## src/rtl/ysyx_22040237_wb_sched.sv

```systemverilog
// Write-back scheduler: two buffered producers (ALU, LSU) share the single GPR write port,
// with a per-GPR pending-write scoreboard for decode RAW/WAW stalls.

// Generic single-clock FIFO buffering one write-back producer.
// Latency: an entry pushed at edge N is at the head during the cycle after edge N.
// Backpressure: full_o depends only on the stored count; a push is dropped while full.
module ysyx_22040237_wb_fifo #(
    parameter int DEPTH = 2,
    parameter int W     = 69
) (
    input  logic         clk,
    input  logic         rst_n,
    input  logic         push_i,
    input  logic [W-1:0] push_dat_i,
    input  logic         pop_i,
    output logic [W-1:0] head_dat_o,
    output logic         full_o,
    output logic         empty_o
);
    localparam int          AW       = $clog2(DEPTH);
    localparam logic [AW:0] FULL_CNT = (AW+1)'(DEPTH);

    logic [W-1:0]  mem_q [DEPTH];
    logic [AW-1:0] wr_ptr_q, wr_ptr_d;
    logic [AW-1:0] rd_ptr_q, rd_ptr_d;
    logic [AW:0]   cnt_q, cnt_d;
    logic          do_push;
    logic          do_pop;

    assign full_o     = (cnt_q == FULL_CNT);
    assign empty_o    = (cnt_q == '0);
    assign do_push    = push_i && !full_o;
    assign do_pop     = pop_i && !empty_o;
    assign head_dat_o = mem_q[rd_ptr_q];

    // DEPTH is a power of two, so plain increment wraps the pointers modulo DEPTH.
    always_comb begin
        wr_ptr_d = wr_ptr_q;
        rd_ptr_d = rd_ptr_q;
        cnt_d    = cnt_q;
        if (do_push) wr_ptr_d = wr_ptr_q + 1'b1;
        if (do_pop)  rd_ptr_d = rd_ptr_q + 1'b1;
        case ({do_push, do_pop})
            2'b10:   cnt_d = cnt_q + 1'b1;
            2'b01:   cnt_d = cnt_q - 1'b1;
            default: cnt_d = cnt_q;
        endcase
    end

    always_ff @(posedge clk or negedge rst_n) begin
        if (!rst_n) begin
            wr_ptr_q <= '0;
            rd_ptr_q <= '0;
            cnt_q    <= '0;
        end else begin
            wr_ptr_q <= wr_ptr_d;
            rd_ptr_q <= rd_ptr_d;
            cnt_q    <= cnt_d;
        end
    end

    always_ff @(posedge clk) begin
        if (do_push) mem_q[wr_ptr_q] <= push_dat_i;
    end
endmodule

// Round-robin write-back scheduler in front of the GPR write port, plus pending-write scoreboard.
// Latency: uncontended request accepted at edge N drives rd_wr_en_o during cycle N+1..N+2.
// Backpressure: alu/lsu_ready_o = FIFO not full; iss_ready_o = 0 while the target counter is saturated.
module ysyx_22040237_wb_sched #(
    parameter int DEPTH = 2,
    parameter int CNT_W = 2
) (
    input  logic        clk,
    input  logic        rst_n,
    input  logic        alu_valid_i,
    output logic        alu_ready_o,
    input  logic [4:0]  alu_rd_idx_i,
    input  logic [63:0] alu_data_i,
    input  logic        lsu_valid_i,
    output logic        lsu_ready_o,
    input  logic [4:0]  lsu_rd_idx_i,
    input  logic [63:0] lsu_data_i,
    input  logic        iss_valid_i,
    input  logic [4:0]  iss_rd_idx_i,
    output logic        iss_ready_o,
    output logic        rd_wr_en_o,
    output logic [4:0]  rd_wr_idx_o,
    output logic [63:0] rd_wr_data_o,
    output logic [31:0] busy_o
);
    typedef struct packed {
        logic [4:0]  idx;
        logic [63:0] dat;
    } wb_req_t;

    typedef enum logic {
        RR_ALU = 1'b0,
        RR_LSU = 1'b1
    } rr_e;

    localparam logic [CNT_W-1:0] CNT_MAX = '1;

    wb_req_t alu_push_dat, lsu_push_dat;
    wb_req_t alu_head, lsu_head, gnt_req;
    logic    alu_full, alu_empty;
    logic    lsu_full, lsu_empty;
    logic    alu_gnt, lsu_gnt;
    rr_e     rr_q, rr_d;

    logic        wr_en_q, wr_en_d;
    logic [4:0]  wr_idx_q, wr_idx_d;
    logic [63:0] wr_dat_q, wr_dat_d;

    logic [31:0][CNT_W-1:0] cnt_q, cnt_d;
    logic [31:0]            inc_vec, dec_vec;

    assign alu_push_dat = '{idx: alu_rd_idx_i, dat: alu_data_i};
    assign lsu_push_dat = '{idx: lsu_rd_idx_i, dat: lsu_data_i};
    assign alu_ready_o  = !alu_full;
    assign lsu_ready_o  = !lsu_full;

    ysyx_22040237_wb_fifo #(.DEPTH(DEPTH), .W($bits(wb_req_t))) u_alu_fifo (
        .clk        (clk),
        .rst_n      (rst_n),
        .push_i     (alu_valid_i),
        .push_dat_i (alu_push_dat),
        .pop_i      (alu_gnt),
        .head_dat_o (alu_head),
        .full_o     (alu_full),
        .empty_o    (alu_empty)
    );

    ysyx_22040237_wb_fifo #(.DEPTH(DEPTH), .W($bits(wb_req_t))) u_lsu_fifo (
        .clk        (clk),
        .rst_n      (rst_n),
        .push_i     (lsu_valid_i),
        .push_dat_i (lsu_push_dat),
        .pop_i      (lsu_gnt),
        .head_dat_o (lsu_head),
        .full_o     (lsu_full),
        .empty_o    (lsu_empty)
    );

    // The rr pointer only advances when both producers compete.
    always_comb begin
        alu_gnt = 1'b0;
        lsu_gnt = 1'b0;
        rr_d    = rr_q;
        if (!alu_empty && !lsu_empty) begin
            if (rr_q == RR_LSU) begin
                lsu_gnt = 1'b1;
                rr_d    = RR_ALU;
            end else begin
                alu_gnt = 1'b1;
                rr_d    = RR_LSU;
            end
        end else if (!alu_empty) begin
            alu_gnt = 1'b1;
        end else if (!lsu_empty) begin
            lsu_gnt = 1'b1;
        end
    end

    assign gnt_req = alu_gnt ? alu_head : lsu_head;

    // x0 targets are still popped and loaded, but never enabled.
    always_comb begin
        wr_en_d  = 1'b0;
        wr_idx_d = wr_idx_q;
        wr_dat_d = wr_dat_q;
        if (alu_gnt || lsu_gnt) begin
            wr_en_d  = (gnt_req.idx != 5'd0);
            wr_idx_d = gnt_req.idx;
            wr_dat_d = gnt_req.dat;
        end
    end

    assign iss_ready_o = (iss_rd_idx_i == 5'd0) || (cnt_q[iss_rd_idx_i] != CNT_MAX);

    always_comb begin
        inc_vec = '0;
        dec_vec = '0;
        if (iss_valid_i && iss_ready_o) inc_vec[iss_rd_idx_i] = 1'b1;
        if (wr_en_q)                    dec_vec[wr_idx_q]     = 1'b1;
        inc_vec[0] = 1'b0;
        dec_vec[0] = 1'b0;
    end

    // Decrement is the same edge the regfile captures the write; underflow is clamped.
    always_comb begin
        cnt_d = cnt_q;
        for (int i = 1; i < 32; i++) begin
            if (inc_vec[i] && !dec_vec[i]) begin
                cnt_d[i] = cnt_q[i] + 1'b1;
            end else if (dec_vec[i] && !inc_vec[i] && (cnt_q[i] != '0)) begin
                cnt_d[i] = cnt_q[i] - 1'b1;
            end
        end
    end

    always_comb begin
        busy_o = '0;
        for (int i = 1; i < 32; i++) busy_o[i] = (cnt_q[i] != '0);
    end

    always_ff @(posedge clk or negedge rst_n) begin
        if (!rst_n) begin
            rr_q     <= RR_LSU;
            wr_en_q  <= 1'b0;
            wr_idx_q <= '0;
            wr_dat_q <= '0;
            cnt_q    <= '0;
        end else begin
            rr_q     <= rr_d;
            wr_en_q  <= wr_en_d;
            wr_idx_q <= wr_idx_d;
            wr_dat_q <= wr_dat_d;
            cnt_q    <= cnt_d;
        end
    end

    assign rd_wr_en_o   = wr_en_q;
    assign rd_wr_idx_o  = wr_idx_q;
    assign rd_wr_data_o = wr_dat_q;
endmodule

```

## config.mk

```make
export PLATFORM = sky130hd
export DESIGN_NAME = ysyx_22040237_wb_sched
export DESIGN_NICKNAME = d
export VERILOG_FILES = /design/src/rtl/ysyx_22040237_wb_sched.sv
export SDC_FILE = /design/constraint.sdc
export NUM_CORES = 1
export LEC_CHECK = 0
export ABC_CLOCK_PERIOD_IN_PS = 7400
export BUFFER_PORTS_ARGS = -buffer_cell sky130_fd_sc_hd__buf_2
export CAP_MARGIN = 20
export CORE_ASPECT_RATIO = 1.75
export CORE_MARGIN = 5
export CORE_UTILIZATION = 60
export DETAILED_ROUTE_END_ITERATION = 8
export PLACE_DENSITY_LB_ADDON = 0.2
export SLEW_MARGIN = 20
export SYNTH_ARGS = -nofsm -noshare
export SYNTH_HDL_FRONTEND = slang
export SYNTH_SLANG_ARGS = --single-unit
```

## constraint.sdc

```tcl
create_clock -name clk -period 7.4 [get_ports clk]
set_input_delay 1.48 -clock clk [delete_from_list [all_inputs] [get_ports clk]]
set_output_delay 1.48 -clock clk [all_outputs]
set_load 0.05 [all_outputs]
```

# Word level (Yosys, flattened, before mapping)
# Memories as Yosys holds them, arrays and structs flattened.
# Index checks and enable logic that the tools add are counted.
[op_classes]
mux = 85
n_addsub = 70
n_reduce_logical = 237
eq_ne = 7
n_lt_le_gt_ge = 4
[ops]
columns = ["operator", "count"]
rows = [
  ["$reduce_bool A2 Y1", 64],
  ["$mux W2", 63],
  ["$logic_and A1 B1 Y1", 101],
  ["$mux W69", 1],
  ["$add A2 B1 Y2 const B", 33],
  ["$logic_not A1 Y1", 66],
  ["$sub A2 B1 Y2 const B", 33],
  ["$mux W32", 2],
  ["$mux W1", 14],
  ["$lt A5 B6 Y1 const B", 2],
  ["$bmux W2 S5", 1],
  ["$demux W1 S5", 2],
  ["$ge A5 B1 Y1 const B", 2],
  ["$eq A2 B2 Y1 const B", 4],
  ["$pmux W2 S2", 2],
  ["$logic_not A5 Y1", 1],
  ["$reduce_bool A5 Y1", 1],
  ["$add A1 B1 Y1 const B", 4],
  ["$eq A2 B1 Y1 const B", 2],
  ["$logic_not A2 Y1", 2],
  ["$logic_or A1 B1 Y1", 2],
  ["$ne A2 B2 Y1 const B", 1],
]
[totals]
elab_cells = 446
register_bits = 141
ramBits = 276
output_inout_bits = 105
in_bits = 148
n_memories = 2
[memory_table]
columns = ["name", "depth", "width", "read_ports", "rd_ports_with_merged_regs", "write_ports", "line_no", "source"]
rows = [
  ["u_alu_fifo.mem_q", 2, 69, 1, 0, 1, "23", "logic [W-1:0] mem_q [DEPTH];"],
  ["u_lsu_fifo.mem_q", 2, 69, 1, 0, 1, "23", ""],
]

# Longest topological paths before layout
[logic_depth]
ltp_word = 11
mapped_depth = 12
depth_no_buf = 8

# Cells and area by module
# From an unflattened synthesis, not the netlist that was laid out.
[unflattened]
hier_cells = 1311
area_unflattened_um2 = 19042.0
[by_module_without_submodules]
columns = ["module", "seq_area_each_um2", "area_per_inst_um2", "cells_per_inst", "n_inst"]
rows = [
  ["ysyx_22040237_wb_fifo", 4244.1, 5527.8, 233, 2],
  ["ysyx_22040237_wb_sched", 3329.4, 7986.4, 845, 1],
]

# Worst setup path before layout
# OpenSTA, ideal clock, no wires.
[synth_timing]
kind = "input-to-reg"
start = "input lsu_valid_i"
end = "memory u_lsu_fifo.mem_q[0][0], enable pin"
path_stages = 2
t_arrival_ns = 4.481
slack_ns = 2.422
path_buffers = 0
t_required_ns = 6.903
setup_time_ns = 0.497
cell_sequence = "nand2_1 -> nor2_1"
[synth_between]
elab_chain_len = 3
[synth_lines]
columns = ["element", "line_no", "source"]
rows = [
  ["start, declared", "80", "input logic lsu_valid_i,"],
  ["$logic_and A1 B1 Y1", "32", "assign do_push = push_i && !full_o;"],
  ["$mux W1", "63", "if (do_push) mem_q[wr_ptr_q] <= push_dat_i;"],
  ["$mux W1 (implied by the code)", "63", ""],
  ["end, declared", "23", ""],
]
# No other way between the ends.

# Worst setup path in the final report
[layout_timing]
start = "input iss_rd_idx_i[1]"
end = "output iss_ready_o"
[layout_between]
elab_chain_len = 4
elab_cells_between_ends = 5
cone_classes = "1 x eq/ne; 2 x mux; 2 x reduce/logical"
[layout_lines]
columns = ["element", "line_no", "source"]
rows = [
  ["start, declared", "85", "input logic [4:0] iss_rd_idx_i,"],
  ["$bmux W2 S5", "179", "assign iss_ready_o = (iss_rd_idx_i == 5'd0) || (cnt_q[iss_rd_idx_i] != CNT_MAX);"],
  ["$mux W2 (implied by the code)", "179", ""],
  ["$ne A2 B2 Y1", "179", ""],
  ["$logic_or A1 B1 Y1 (*)", "179", ""],
  ["end, declared", "86", "output logic iss_ready_o,"],
]
# Mark *: on every way between the ends. The rest lies on a longest branch, timed or not. The select of a mux whose other input is x is not followed.

==> results.sh <==
export IMPL_status="finished clean"
export IMPL_fin_area_mm2=0.0214
export IMPL_place_congestion=0.935
export IMPL_crit_chain="buf_2 -> mux4_2 -> nand3_1 -> o22a_1 -> o211ai_1 -> and2_1 -> buf_4 -> clkinv_1 -> buf_2"
export IMPL_drive_gt1_frac=0.240
export IMPL_cts_tree="built"
export IMPL_crit_fanout=32
export IMPL_final_max_slew_viol_count=0
export IMPL_synth_area_mm2=0.0185
export IMPL_max_stage_delay_ps=650
export IMPL_dpl_cell_area_mm2=0.0201
export IMPL_hpwl_mm=33.2
export IMPL_ys_types=58
export IMPL_startpoint_type="input port"
export IMPL_critPathCaptureType="output pin"
export IMPL_ir_drop_v=0.000370
export IMPL_cts_root_buffer="clkbuf_16"
export IMPL_yosys_warnings=0
export IMPL_avgSynthCellArea_um2=12.6
export IMPL_wl_met3_mm=3.28
export IMPL_yosysTopAreaCell="edfxtp_1"
export IMPL_synth_ff_latch_count=417
export IMPL_drc=0
export IMPL_synthTopCellsByCount="edfxtp_1 (276), o21ai_0 (160), nand2_1 (155)"
export IMPL_hold_slack_ps=482
export IMPL_viasPerCell=6.20
export IMPL_p_per_area_mw_per_mm2=471
export IMPL_grt_pass1_vias=13900
export IMPL_cts_buffer_depth=3
export IMPL_fin_crit_ps=5590
export IMPL_chipHeight_um=242
export IMPL_rows=85
export IMPL_drtIter0Drc=816
export IMPL_highest_layer="met5"
export IMPL_wl_met2_mm=27.3
export IMPL_grt_pass1_wl_mm=78.1
export IMPL_core_area_mm2=0.0306
export IMPL_grt_ovfl_total=0
export IMPL_hold_violations=0
export IMPL_setup_viol=0
export IMPL_fin_setup_tns_ps=0
export IMPL_dieArea_mm2=0.0346
export IMPL_io_pins=253
export IMPL_async_reset_ff_frac=0.338
export IMPL_antenna_left=0
export IMPL_wl_met1_mm=17.7
export IMPL_detailedPlace_worstSlack_ps=1860
export IMPL_cts_hold_repair_buffers=0
export IMPL_maxSlewHeadroom=0.273
export IMPL_p_leak_nw=8.54
export IMPL_syn_nets=1619
export IMPL_vias=13200
export IMPL_final_cells=2124
export IMPL_drt_first_pass_iters=5
export IMPL_cts_resized=0
export IMPL_syn_inst=1469
export IMPL_synth_edff_count=276
export IMPL_max_freq_mhz=179
export IMPL_cp_arrival_ps=4110
export IMPL_routed_wl_mm=51.4
export IMPL_io_buffer_count=251
export IMPL_cts_sinks=417
export IMPL_fin_nets=1840
export IMPL_synth_flop_cell="edfxtp_1"
export IMPL_fp_dieW_um=143
export IMPL_numCtsBuffers=38
export IMPL_critPathSlowestCell="buf_2"
export IMPL_grt_antenna_before_repair=18
export IMPL_clk_pin_slew_ps=60
export IMPL_finClkSkew_ps=19.6
export IMPL_dp_cells=2039
export IMPL_required_ps=5920
export IMPL_synth_most_common_cell="edfxtp_1"
export IMPL_cpMostUsedCell="buf_2"
export IMPL_area_growth_pct=15.4
export IMPL_crit_family="buffers and inverters"
export IMPL_maxCapViolCount=0
export IMPL_worst_pin_slew_ps=1090
export IMPL_routedWlPerCell_um=24.2
export IMPL_rsz0062_at_grt="no"
export IMPL_yosysTopAreaCellShare=0.448
export IMPL_min_period_over_period=0.755
export IMPL_crit_buf_inv=4
export IMPL_grt_max_degree=81
export IMPL_synth_area_leaders="edfxtp_1 (45%), dfrtp_1 (19%), mux2i_1 (8.3%)"
export IMPL_crit_type="input port to output pin"
export IMPL_clk_latency_ps=550
export IMPL_grt_usage=0.295
export IMPL_htree_levels=2
export IMPL_hp_class="flip-flop to flip-flop"
export IMPL_setup_slack_ps=1810
export IMPL_post_cts_buffers=0
export IMPL_start_util=0.604
export IMPL_seq_area_frac_synth=0.638
area by class of cell:
type / count / area [um^2]
Tap cell: 391 / 489
Sequential cell: 417 / 11800
Clock buffer: 52 / 1060
Fill cell: 2210 / 9270
Inverter: 20 / 75.1
Clock inverter: 17 / 143
Timing Repair Buffer: 269 / 1430
Multi-Input combinational cell: 944 / 6300
Antenna cell: 14 / 35.0
through the flow:
step | utilization | power (mW)
2_1_floorplan | - | 6.85
3_3_place_gp | 0.655 | 8.02
3_5_place_dp | 0.656 | 8.15
4_1_cts | 0.695 | 10.1
5_1_grt | 0.697 | 10.6
6_report | 0.697 | 10.1
sequential cells by signal, summed over array words and instances, names as in the netlist:
| register | count |
|---|---|
| u_lsu_fifo.wr_ptr_q | 1 |
| rd_wr_en_o | 1 |
| u_lsu_fifo.cnt_q | 2 |
| u_alu_fifo.mem_q | 138 |
| u_alu_fifo.wr_ptr_q | 1 |
| cnt_q | 62 |
| u_lsu_fifo.mem_q | 138 |
| u_alu_fifo.rd_ptr_q | 1 |
| u_lsu_fifo.rd_ptr_q | 1 |
| u_alu_fifo.cnt_q | 2 |
| rd_wr_data_o | 64 |
| rr_q | 1 |
| rd_wr_idx_o | 5 |
layout by cell type, fill, tap and decap left out, drive strengths merged, types with 16 or more instances in the layout:
master,netlist,routed
buf,26,269
o22ai,18,18
xnor2,20,20
o21ai,161,161
nor2,59,59
dfrtp,140,140
o32a,60,60
or2,35,35
nor2b,16,16
mux2i,153,153
clkbuf,62,52
nand3,37,37
inv,19,20
nand2,155,155
edfxtp,276,276
a21oi,68,68
worst reg2reg max path: stages (launching register included):
cell     delay [ps]
dfrtp_1         400
or2_2           290
buf_4           350
o21ai_4         160
buf_4           670
inv_1           170
ha_1            370
nor2_1          150
xor2_1          150
metal layers:
layer / vias to the layer above / GRT usage
li1: 5977 / -
met1: 6519 / 0.322
met2: 515 / 0.521
met3: 148 / 0.0577
met4: 10 / 0.177
met5: - / 0
kinds of logic after synthesis:
| logic type | count (synthesis) | synth area share |
|---|---|---|
| flops | 417 | 0.638 |
| other cells | 1 | 0.000203 |
| xor+xnor | 26 | 0.0123 |
| simple gates | 382 | 0.102 |
| fa+ha+maj | 2 | 0.00135 |
| compound gates | 362 | 0.126 |
| buf+inv | 108 | 0.0243 |
| mux | 171 | 0.0955 |
final timing paths:
path | from | endpoint | slack [ps] | depth (start not counted)
setup reg to reg | u_lsu_fifo.cnt_q[1]$_DFFE_PN0P_ | u_lsu_fifo.cnt_q[1]$_DFFE_PN0P_ | 4620 | 8
min in group asynchronous | rst_n | cnt_q[17]$_DFFE_PN0P_ | 1020 | 1
hold reg to reg | rd_wr_data_o[38]$_DFFE_PN0P_ | rd_wr_data_o[38]$_DFFE_PN0P_ | 480 | 2
max in group asynchronous | rst_n | u_lsu_fifo.rd_ptr_q$_DFFE_PN0P_ | 4840 | 2
setup / recovery | iss_rd_idx_i[1] | iss_ready_o | 1810 | 9
hold / removal | rd_wr_data_o[38]$_DFFE_PN0P_ | rd_wr_data_o[38]$_DFFE_PN0P_ | 480 | 2
where the power goes:
group / internal [mW] / leakage, nW / switching (mW)
registers: 3.28 / 4.26 / 0.643
clock network: 1.06 / 0.593 / 0.854
logic: 1.32 / 3.69 / 2.91
total: 5.65 / 8.54 / 4.41
Power figures use the tool's default switching activity.
